==> config.mk <==
export PLATFORM = sky130hd
export DESIGN_NAME = hs_link_arbiter
export DESIGN_NICKNAME = d
export VERILOG_FILES = /design/src/rtl/hs_link_arbiter.sv
export SDC_FILE = /design/constraint.sdc
export NUM_CORES = 1
export LEC_CHECK = 0
export ABC_CLOCK_PERIOD_IN_PS = 3200
export BUFFER_PORTS_ARGS = -buffer_cell sky130_fd_sc_hd__buf_2
export CORE_ASPECT_RATIO = 0.7
export CORE_MARGIN = 10
export CORE_UTILIZATION = 40
export DETAILED_ROUTE_END_ITERATION = 8
export HOLD_SLACK_MARGIN = 0.05
export PLACE_DENSITY = 0.74
export RECOVER_POWER = 50
export SYNTH_ARGS = -nofsm -noshare
export SYNTH_HDL_FRONTEND = slang
export SYNTH_SLANG_ARGS = --single-unit
==> constraint.sdc <==
create_clock -name sclk -period 3.2 [get_ports sclk]
set_input_delay 0.48 -clock sclk [delete_from_list [all_inputs] [get_ports sclk]]
set_output_delay 0.48 -clock sclk [all_outputs]
set_load 0.02 [all_outputs]
==> src/rtl/hs_link_arbiter.sv <==
// Round-robin arbiter plus four-phase sequencer sharing one CDC handshake link among four requesters.
// Latency: grant one edge after req is sampled in IDLE; done one edge after the synchronised ack falls.
// Backpressure: the receiver's ack paces everything; requesters hold req until done, with no timeout.
module hs_link_arbiter #(
    parameter int WIDTH       = 4,
    parameter int SYNC_STAGES = 2
) (
    input  logic               sclk,
    input  logic               reset_n,
    input  logic [3:0]         req,
    input  logic [4*WIDTH-1:0] data_in,
    input  logic               ack,
    output logic               valid,
    output logic [WIDTH-1:0]   data_out,
    output logic [1:0]         grant_id,
    output logic               busy,
    output logic [3:0]         done
);

    typedef enum logic [1:0] {
        IDLE = 2'd0,
        REQ  = 2'd1,
        DROP = 2'd2
    } state_t;

    state_t                 state, state_d;
    logic [SYNC_STAGES-1:0] sync_q;
    logic                   ack_s;
    logic [1:0]             ptr, ptr_d;
    logic [1:0]             win, cand;
    logic                   found;
    logic                   valid_d, busy_d;
    logic [WIDTH-1:0]       data_d;
    logic [1:0]             grant_d;
    logic [3:0]             done_d;

    // ack crosses from the link domain; only the last flop feeds the FSM
    always_ff @(posedge sclk or negedge reset_n) begin
        if (!reset_n) begin
            sync_q <= '0;
        end else begin
            sync_q <= {sync_q[SYNC_STAGES-2:0], ack};
        end
    end

    assign ack_s = sync_q[SYNC_STAGES-1];

    // Rotated-priority pick: scan ptr+1 .. ptr+4, first pending requester wins
    always_comb begin
        win   = ptr;
        cand  = ptr;
        found = 1'b0;
        for (int k = 1; k <= 4; k++) begin
            cand = ptr + 2'(k);
            if (!found && req[cand]) begin
                win   = cand;
                found = 1'b1;
            end
        end
    end

    // Next-state and next registered outputs; the done pulse clears itself every cycle
    always_comb begin
        state_d = state;
        valid_d = valid;
        data_d  = data_out;
        grant_d = grant_id;
        busy_d  = busy;
        done_d  = '0;
        ptr_d   = ptr;
        case (state)
            IDLE: begin
                // A stale ack left over from a previous exchange blocks new grants
                if (found && !ack_s) begin
                    data_d  = data_in[int'(win)*WIDTH +: WIDTH];
                    grant_d = win;
                    valid_d = 1'b1;
                    busy_d  = 1'b1;
                    state_d = REQ;
                end
            end
            REQ: begin
                if (ack_s) begin
                    valid_d = 1'b0;
                    state_d = DROP;
                end
            end
            DROP: begin
                if (!ack_s) begin
                    done_d[grant_id] = 1'b1;
                    ptr_d            = grant_id;
                    busy_d           = 1'b0;
                    state_d          = IDLE;
                end
            end
            default: begin
                state_d = IDLE;
            end
        endcase
    end

    // State, pointer and all outputs registered together
    always_ff @(posedge sclk or negedge reset_n) begin
        if (!reset_n) begin
            state    <= IDLE;
            ptr      <= 2'd3;
            valid    <= 1'b0;
            data_out <= '0;
            grant_id <= 2'd0;
            busy     <= 1'b0;
            done     <= '0;
        end else begin
            state    <= state_d;
            ptr      <= ptr_d;
            valid    <= valid_d;
            data_out <= data_d;
            grant_id <= grant_d;
            busy     <= busy_d;
            done     <= done_d;
        end
    end

endmodule

==> flow_summary.toml, run 1 <==
[power_and_ir_drop]
power_density_mw_per_mm2 = 779
ir_worst_vdd_uv = 346
p_total_uw = 837
leakagePower_nw = 0.526

[global_routing]
grt_pass1_vias = 865
grt_pass1_wl_um = 3840
grt_max_degree = 19
gr-usage-met3_pct = 5.53
met2_usage_pct = 17.0
overflow = 0
grt_use_met1_pct = 13.2
busiest_layer = "met2"
antenna_found_initial = 0
grtUsageTotal_pct = 11.0

[sta]
clock-skew-final_ns = 0.00420
timing.slew.headroom_pct = 37.8
tightest_slew_ns = 0.934
min_period_ns = 2.06
rsz0062_at_grt = "no"
finalSetupViolCount = 0
timing.final.hold_violations = 0
fin_hold_ws_ns = 0.297
post-route-period-util_pct = 64.5
fin_setup_tns_ns = 0
fin_ws_ns = 1.14
timing.fmax_ghz = 0.485
slew_violations = 0

[route]
via_per_inst = 5.45
via_count = 774
wl_um = 2280
drc = 0
firstDrtPassIters = 4
drt_iter0_drc = 30
ant_nets = 0
wl_per_cell_um = 16.0

[cts]
numCtsBuffers = 3
insertion_delay_ns = 0.28
cts_root_buffer = "clkbuf_4"
clock-sinks = 18
ctsHtreeMaxLevel = 1
clk_pin_slew_ns = 0.10
cts-hold-fix-buffers = 0
cts.path.max_buffers = 2
cts_tree = "built"
ctsResizeCount = 0
cts_setup_buffers = 0

[floorplanning]
die_w_um = 75.5
start_util_pct = 44.2
dieHeight_um = 58.9
io_pins = 35
core_mm2 = 0.00195
rows = 13
die_area_mm2 = 0.00445

[synthesis]
synth_seq_cells = 18
synth.avg_cell_area_um2 = 10.2
yosysTopAreaCellShare_pct = 46.4
synth_area_leaders = "dfrtp_1 (46%), dfstp_2 (6.1%), a211oi_1 (4.3%), nand2_1 (4.3%), a2111oi_0 (4.1%)"
yosysTopAreaCell = "dfrtp_1"
ys_types = 29
syn_nets = 108
ys_seq_area_share_pct = 52.5
yosys_warnings = 0
syn-instance-count = 85
syn_area_um2 = 863

[final_layout]
fin_nets = 144
num_antenna_cells = 0
mostFrequentLayoutCells = "buf_2 (33), dfrtp_1 (16), nand2_1 (10), nor2_1 (6)"
final_common_cell = "buf_2"
syn_to_final_growth_pct = 24.5
drive_above_1_share_pct = 32.5

[job]
drv_cap = 0

[min_path]
hp-class = "in2async"

[critical_path]
startpoint_type = "register"
r2r_cells = 5
crit_path_end_kind = "register"
critPathArrivalTime_ns = 2.21
r2r_slack_ns = 1.14
crit_required_ns = 3.35
path_class = "reg2reg"
crit_fanout = 8
r2r-end = "data_out[2]$_DFFE_PN0P_"
reg2reg_from = "ptr[0]$_DFFE_PN1P_"

[status]
status = "completed"

[placement]
place_ws_ns = 0.993
gp_congestion = 0.767
dp_hpwl_um = 1910
port_buffers = 34
==> how the worst max path moves through the flow <==
stage / from / endpoint / slack, ns / cells past startpoint
after floorplan: req[3] / data_out[0]$_DFFE_PN0P_ / 1.34 / 6
after global placement: req[3] / data_out[2]$_DFFE_PN0P_ / 1.04 / 6
after detailed placement: req[3] / data_out[2]$_DFFE_PN0P_ / 0.99 / 6
after CTS: ptr[0]$_DFFE_PN1P_ / data_out[2]$_DFFE_PN0P_ / 1.13 / 5
after global routing: ptr[0]$_DFFE_PN1P_ / data_out[2]$_DFFE_PN0P_ / 0.95 / 5
final: ptr[0]$_DFFE_PN1P_ / data_out[2]$_DFFE_PN0P_ / 1.14 / 5
==> Yosys cell counts <==
cell	count
nor3_1	3
and3_1	2
or2b_1	1
dfstp_2	2
nor4b_1	1
o21a_1	2
nor2b_1	2
nor4_1	1
o41ai_1	3
dfrtp_1	16
nor2_1	6
a211oi_1	5
nand2b_1	4
or3_1	1
inv_1	3
nand2_1	10
buf_2	2
nor3b_1	1
o21ai_1	1
or4_1	1
xnor2_1	1
nand3_1	1
a2111oi_0	4
a21o_1	1
a21oi_1	1
o21ai_0	5
buf_6	1
mux2i_1	3
a221oi_1	1
==> cell families (layout without fill, tap and decap cells) <==
| kind of cell | count (synthesis) | after routing | share of synthesized area, % |
|---|---|---|---|
| and+or+nand+nor | 34 | 34 | 20.1 |
| AOI/OAI and AO/OA | 23 | 23 | 19.1 |
| DFF | 18 | 18 | 52.5 |
| buffers and inverters | 6 | 41 | 3.77 |
| muxes | 3 | 3 | 3.48 |
| xor gates and xnor gates | 1 | 1 | 1.01 |
==> state kept, by name, indices dropped and copies added, names as in the netlist <==
name / cells
valid: 1
sync_q: 2
ptr: 2
data_out: 4
busy: 1
state: 2
done: 4
grant_id: 2
==> worst max-delay path, stage by stage (launching register included) <==
cell,delay [ns]
dfstp_2,0.56
nand2b_1,0.14
a21oi_1,0.11
or3_1,0.50
a2111oi_0,0.52
a211oi_1,0.11
==> where the power goes <==
part	internal [mW]	leakage, nW	switching (mW)
Sequential	0.300	0.214	0.0589
Clock	0.0692	0.0210	0.0657
Combinational	0.132	0.290	0.211
Total	0.501	0.526	0.336
==> routing by layer <==
layer | wire length [um] | vias up
li1 | - | 380
met1 | 1010 | 361
met2 | 1040 | 31
met3 | 214 | 2
met4 | 14 | 0
met5 | 0 | -
==> cell type report <==
type	count	area, um2
Fill cell	187	877
Sequential cell	18	453
Multi-Input combinational cell	61	378
Timing Repair Buffer	34	169
Clock buffer	4	36.3
Tap cell	22	27.5
Inverter	3	11.3
==> through the flow <==
step	area, um2	std cells	util (%)
global route	1070	142	55.1
finish	1070	142	55.1
CTS	1080	142	55.1
floorplan	863	85	-
detailed placement	1040	138	53.3
global placement	1040	138	53.3
Note: power is estimated with default switching activity, not from simulation.
==> run 2: changes to the inputs <==
--- a/config.mk
+++ b/config.mk
@@ -5,14 +5,15 @@
 export SDC_FILE = /design/constraint.sdc
 export NUM_CORES = 1
 export LEC_CHECK = 0
-export ABC_CLOCK_PERIOD_IN_PS = 3200
+export ABC_AREA = 1
+export ABC_CLOCK_PERIOD_IN_PS = 2100
 export BUFFER_PORTS_ARGS = -buffer_cell sky130_fd_sc_hd__buf_2
 export CORE_ASPECT_RATIO = 0.7
 export CORE_MARGIN = 10
 export CORE_UTILIZATION = 40
 export DETAILED_ROUTE_END_ITERATION = 8
 export HOLD_SLACK_MARGIN = 0.05
-export PLACE_DENSITY = 0.74
+export PLACE_DENSITY = 0.71
 export RECOVER_POWER = 50
 export SYNTH_ARGS = -nofsm -noshare
 export SYNTH_HDL_FRONTEND = slang
==> constraint.sdc (replaced) <==
create_clock -name sclk -period 2.1 [get_ports sclk]
set_input_delay 0.315 -clock sclk [delete_from_list [all_inputs] [get_ports sclk]]
set_output_delay 0.315 -clock sclk [all_outputs]
set_load 0.02 [all_outputs]
==> run 2 against run 1 <==
  * Clock skew down 0.00093 ns
  * Core utilization down 1.1 points
  * Die area rose by 20%
  * Global-route usage down 1.8 points
  * Sequential share of layout area is 9.5 points lower
  * Wire length is 17% higher
  * Critical path depth rose by 9
  * Cell count rose by 62%
  * First-iteration DRC count is 150% higher
  * Hold slack lost 0.12 ns
==> flow_summary.toml, run 2 <==
[status]
status = "completed"

[cts]
clock-sinks = 18
cts_tree = "built"
cts.path.max_buffers = 2
ctsHtreeMaxLevel = 1
insertion_delay_ns = 0.25
numCtsBuffers = 3
clk_pin_slew_ns = 0.06
cts_root_buffer = "clkbuf_8"
ctsResizeCount = 0

[power_and_ir_drop]
leakagePower_nw = 0.764
power_density_mw_per_mm2 = 1630
ir_worst_vdd_uv = 662

[route]
drt_iter0_drc = 74
drc = 0
wl_per_cell_um = 11.6
firstDrtPassIters = 4
wl_um = 2670
via_count = 1115
ant_nets = 0
via_per_inst = 4.85

[sta]
min_period_ns = 1.85
timing.final.hold_violations = 0
clock-skew-final_ns = 0.00327
slew_violations = 0
post-route-period-util_pct = 88.3
fin_setup_tns_ns = 0
tightest_slew_ns = 0.911
timing.slew.headroom_pct = 39.2
finalSetupViolCount = 0
timing.fmax_ghz = 0.539
rsz0062_at_grt = "no"

[synthesis]
synthTopCellsByCount = "nand2_1 (52), nand3_1 (27), dfrtp_1 (16)"
syn_nets = 180
ys_seq_area_share_pct = 40.5
async_reset_ff_share_pct = 100
yosysTopAreaCellShare_pct = 35.8
synth_seq_cells = 18
ys_types = 19
syn-instance-count = 157
syn_area_mm2 = 0.00112
yosysTopAreaCell = "dfrtp_1"
synth-main-ff-cell = "dfrtp_1"
synth_area_leaders = "dfrtp_1 (36%), nand2_1 (17%), nand3_1 (12%), nand2_2 (5.6%), dfstp_2 (4.7%)"
post-synth-top-count-cell = "nand2_1"
yosys_warnings = 0
synth_edf_count = 0
synth.avg_cell_area_um2 = 7.12

[critical_path]
crit_fanout = 9
critPathArrivalTime_ns = 1.99
startpoint_type = "register"
crit_path_end_kind = "register"
reg2reg_from = "ptr[0]$_DFFE_PN1P_"
path_class = "reg2reg"
crit_required_ns = 2.24
startpoint = "ptr[0]$_DFFE_PN1P_"

[floorplanning]
io_pins = 35
start_util_pct = 43.5
die_w_um = 83.2
core_mm2 = 0.00257
dieHeight_um = 64.2
rows = 15
die_area_mm2 = 0.00534

[final_layout]
num_antenna_cells = 0
utilization_pct = 54.0
mostFrequentLayoutCells = "nand2_1 (52), buf_2 (31), nand3_1 (27), dfrtp_1 (16), inv_1 (14)"
fin_nets = 220
fillCellCount = 248
final_common_cell = "nand2_1"
top_regs = "data_out (4), done (4)"
syn_to_final_growth_pct = 24.2
drive_above_1_share_pct = 29.1

[global_routing]
grtUsageTotal_pct = 9.26
overflow = 0
antenna_found_initial = 0
grt_max_degree = 19
grt_pass1_vias = 997
grt_pass1_wl_um = 4440

[job]
drv_cap = 0

[placement]
gp_congestion = 0.839
port_buffers = 34
dp_hpwl_um = 2230

[min_path]
hp-class = "in2reg"
hold_path_startpoint = "ack"
run 2: area by class of cell:
type	count	area (um2)	area share, %
tap	34	42.5	3.07
clock buffer	4	55.1	3.97
multi-input combinational	119	578	41.7
inverter	18	67.6	4.87
sequential	18	453	32.6
timing repair buffer	37	191	13.8
run 2: final timing paths:
path                                           end  slack, ns  cells past startpoint
max                        data_out[1]$_DFFE_PN0P_       0.25                     14
min                            sync_q[0]$_DFF_PN0_       0.17                      1
max reg2reg                data_out[1]$_DFFE_PN0P_       0.25                     14
min reg2reg                    sync_q[1]$_DFF_PN0_       0.35                      0
max in group asynchronous  data_out[3]$_DFFE_PN0P_       0.82                      2
min in group asynchronous        done[1]$_DFF_PN0_       0.72                      2
run 2: per-layer routing:
| layer | track usage (%) | share of wire [%] | vias up | wire [um] |
|---|---|---|---|---|
| li1 | - | - | 583 | - |
| met1 | 12.2 | 48 | 498 | 1290 |
| met2 | 14.2 | 44 | 34 | 1170 |
| met3 | 3.54 | 7.7 | 0 | 206 |
| met4 | 1.27 | 0 | 0 | 0 |
| met5 | 0 | 0 | - | 0 |
run 2: power breakdown:
group          internal, mW  switching, mW  total (mW)
logic                 0.473          0.948        1.42
clock network         0.166          0.105       0.271
registers             0.476         0.0883       0.564
total                  1.11           1.14        2.26
run 2: kinds of logic after synthesis:
kind of cell,after synthesis,synth area share (%)
AOI/OAI and AO/OA,11,4.93
DFF,18,40.5
and+or+nand+nor,108,46.8
buffers and inverters,20,7.73
run 2: per-stage QoR:
stage	std cells	total power, mW	worst slack, ns	cell area, um2	hold slack, ns
after CTS	229	2.26	0.162	1380	0.167
after global placement	224	1.96	0.271	1320	0.249
after floorplan	157	1.67	0.444	1120	0.0194
after global routing	230	2.48	0.0889	1390	0.168
after detailed placement	224	1.98	0.185	1320	0.256
final	230	2.26	0.246	1390	0.172
run 2: repair_timing:
action / 4_1_cts / 5_1_grt
hold buffers: 1 / 0
endpoints found under the setup margin: 0 / 2
hold endpoints to repair: 16 / 0
setup buffers: 0 / 1
run 2: worst max-delay path: stages (launching register included):
cell	delay [ns]
dfstp_2	0.56
buf_4	0.16
nand2_1	0.05
nand2_1	0.15
nand2_1	0.09
nand2_2	0.10
nand2_2	0.09
nand2_2	0.09
nand2_4	0.09
nand2_4	0.10
nand2_1	0.05
nand2_1	0.06
nand2_1	0.05
nand3_1	0.06
nand2_1	0.05
==> run 3: changes to the inputs <==
--- a/config.mk
+++ b/config.mk
@@ -8,7 +8,6 @@
 export ABC_AREA = 1
 export ABC_CLOCK_PERIOD_IN_PS = 2100
 export BUFFER_PORTS_ARGS = -buffer_cell sky130_fd_sc_hd__buf_2
-export CORE_ASPECT_RATIO = 0.7
 export CORE_MARGIN = 10
 export CORE_UTILIZATION = 40
 export DETAILED_ROUTE_END_ITERATION = 8
==> run 3 against run 2 <==
  * Combinational power about the same
  * Design area decreased by 2.1%
  * Register-to-register slack got worse by 0.02 ns
  * Core utilization decreased by 3.8 points
  * Flip-flop and latch count unchanged
  * Cell count decreased by 1.7%
  * Sequential share of layout area increased by 0.69 points
  * Die area decreased by 0.64%
  * Sequential power increased by 2%
  * Power decreased by 2.9%
  * Critical endpoint is now data_out[3]$_DFFE_PN0P_
  * Highest routed layer is now met4
==> flow_summary.toml, run 3 (synthesis gave the netlist of run 2 again) <==
[route]
drt_iter0_drc = 47
via_count = 1097
wl_um = 2710
drc = 0
firstDrtPassIters = 4
wl_per_cell_um = 12.0
ant_nets = 0
via_per_inst = 4.85

[critical_path]
crit_chain = "buf_4, nand2_1, nand2_2, nand2_1, nand2_2, nand2_2, nand2_2, nand2_4, nand2_4, nand2_1, nand2_1, nand2_1, nand3_1, nand2_1"
path_class = "reg2reg"
crit_path_end_kind = "register"
max_stage_delay_ns = 0.62
crit_required_ns = 2.29
critPathArrivalTime_ns = 2.06
cp_slowest_cell = "dfstp_2"
startpoint_type = "register"
worst-path-buf-inv = 1
cpLargestDelayFamily = "simple AND/OR/NAND/NOR gates"
crit_top_cell = "nand2_1"
crit_fanout = 9

[sta]
timing.fmax_ghz = 0.535
rsz0062_at_grt = "no"
timing.slew.headroom_pct = 39.8
min_period_ns = 1.87
tightest_slew_ns = 0.903
post-route-period-util_pct = 89.0
fin_setup_tns_ns = 0
timing.final.hold_violations = 0
slew_violations = 0
clock-skew-final_ns = 0.00647
finalSetupViolCount = 0

[placement]
dp.cells = 221
port_buffers = 34
dp_hpwl_um = 2220
gp_congestion = 0.827

[cts]
numCtsBuffers = 3
clock-sinks = 18
ctsResizeCount = 0
clk_pin_slew_ns = 0.09
insertion_delay_ns = 0.29
cts.path.max_buffers = 2
cts_root_buffer = "clkbuf_4"
ctsHtreeMaxLevel = 1
cts_tree = "built"

[floorplanning]
dieHeight_um = 72.9
die_w_um = 72.9
core_mm2 = 0.00271
io_pins = 35
start_util_pct = 41.2
die_area_mm2 = 0.00531
rows = 19

[power_and_ir_drop]
ir_worst_vdd_uv = 820
leakagePower_nw = 0.756
power_density_mw_per_mm2 = 1610

[status]
status = "completed"

[global_routing]
grtUsageTotal_pct = 10.9
antenna_found_initial = 0
overflow = 0
grt_pass1_vias = 1132
grt_pass1_wl_um = 4860
grt_max_degree = 19

[final_layout]
stdcell_count = 226
syn_to_final_growth_pct = 21.6
mostFrequentLayoutCells = "nand2_1 (52), buf_2 (32), nand3_1 (27), dfrtp_1 (16), inv_1 (14)"
num_antenna_cells = 0
top_regs = "data_out (4), done (4)"
utilization_pct = 50.1
seq_area_um2 = 453
drive_above_1_share_pct = 29.2
fillCellCount = 293
multi_input_area_um2 = 578
fin_nets = 219
final_common_cell = "nand2_1"

[job]
drv_cap = 0

[min_path]
hp-class = "in2reg"
[run 3: cell types whose count changed in the layout (fill, tap and decap cells not counted)]
| cell | previous run | this run |
|---|---|---|
| buf_4 | 2 | 1 |
| buf_2 | 31 | 32 |
| clkbuf_8 | 4 | 1 |
| clkbuf_4 | 0 | 3 |
| clkbuf_1 | 3 | 2 |
[run 3: power by group]
group | leakage, nW | internal, mW | total [mW] | switching [mW]
Clock | 0.0210 | 0.106 | 0.208 | 0.102
Combinational | 0.515 | 0.462 | 1.41 | 0.946
Sequential | 0.220 | 0.475 | 0.575 | 0.0997
[run 3: final timing paths]
check                                     from                 endpoint  slack (ns)  cells after the start
setup / recovery            ptr[0]$_DFFE_PN1P_  data_out[3]$_DFFE_PN0P_        0.23                     14
hold / removal                             ack      sync_q[0]$_DFF_PN0_        0.14                      1
setup reg to reg            ptr[0]$_DFFE_PN1P_  data_out[3]$_DFFE_PN0P_        0.23                     14
hold reg to reg            sync_q[0]$_DFF_PN0_      sync_q[1]$_DFF_PN0_        0.37                      0
max in group asynchronous              reset_n  data_out[1]$_DFFE_PN0P_        0.89                      2
min in group asynchronous              reset_n     state[0]$_DFFE_PN0P_        0.66                      2
[run 3: repair_timing]
action | 4_1_cts | 5_1_grt
hold buffers | 1 | 0
setup buffers | 0 | 0
hold endpoints to repair | 16 | 0
[run 3: metal layers]
layer	vias to the layer above	wire length [um]	global-route usage, %
li1	582	-	-
met4	0	48	3.80
met3	6	211	4.49
met1	477	1210	12.5
met5	-	0	0
met2	32	1240	17.8
[run 3: final cells by class]
class	count	area share [%]
multi-input cells	119	42.5
well taps	31	2.85
repair buffers	36	13.6
clock buffers	4	2.67
inverters	18	4.97
flip-flops and latches	18	33.3
[run 3: stage by stage]
step                      area, um2  hold WS [ns]  setup slack, ns  power (mW)
after floorplan                1120        0.0194            0.444        1.67
after global placement         1320         0.254            0.251        1.98
after detailed placement       1320         0.259            0.242        1.99
after CTS                      1360         0.125            0.227        2.21
after global routing           1360         0.108         0.000263        2.43
final                          1360         0.137            0.231        2.19
[run 3: worst reg2reg max path, stage by stage (launching register included)]
cell	delay, ns
dfstp_2	0.62
buf_4	0.19
nand2_1	0.07
nand2_2	0.09
nand2_1	0.06
nand2_2	0.10
nand2_2	0.09
nand2_2	0.09
nand2_4	0.09
nand2_4	0.10
nand2_1	0.05
nand2_1	0.05
nand2_1	0.05
nand3_1	0.06
nand2_1	0.05
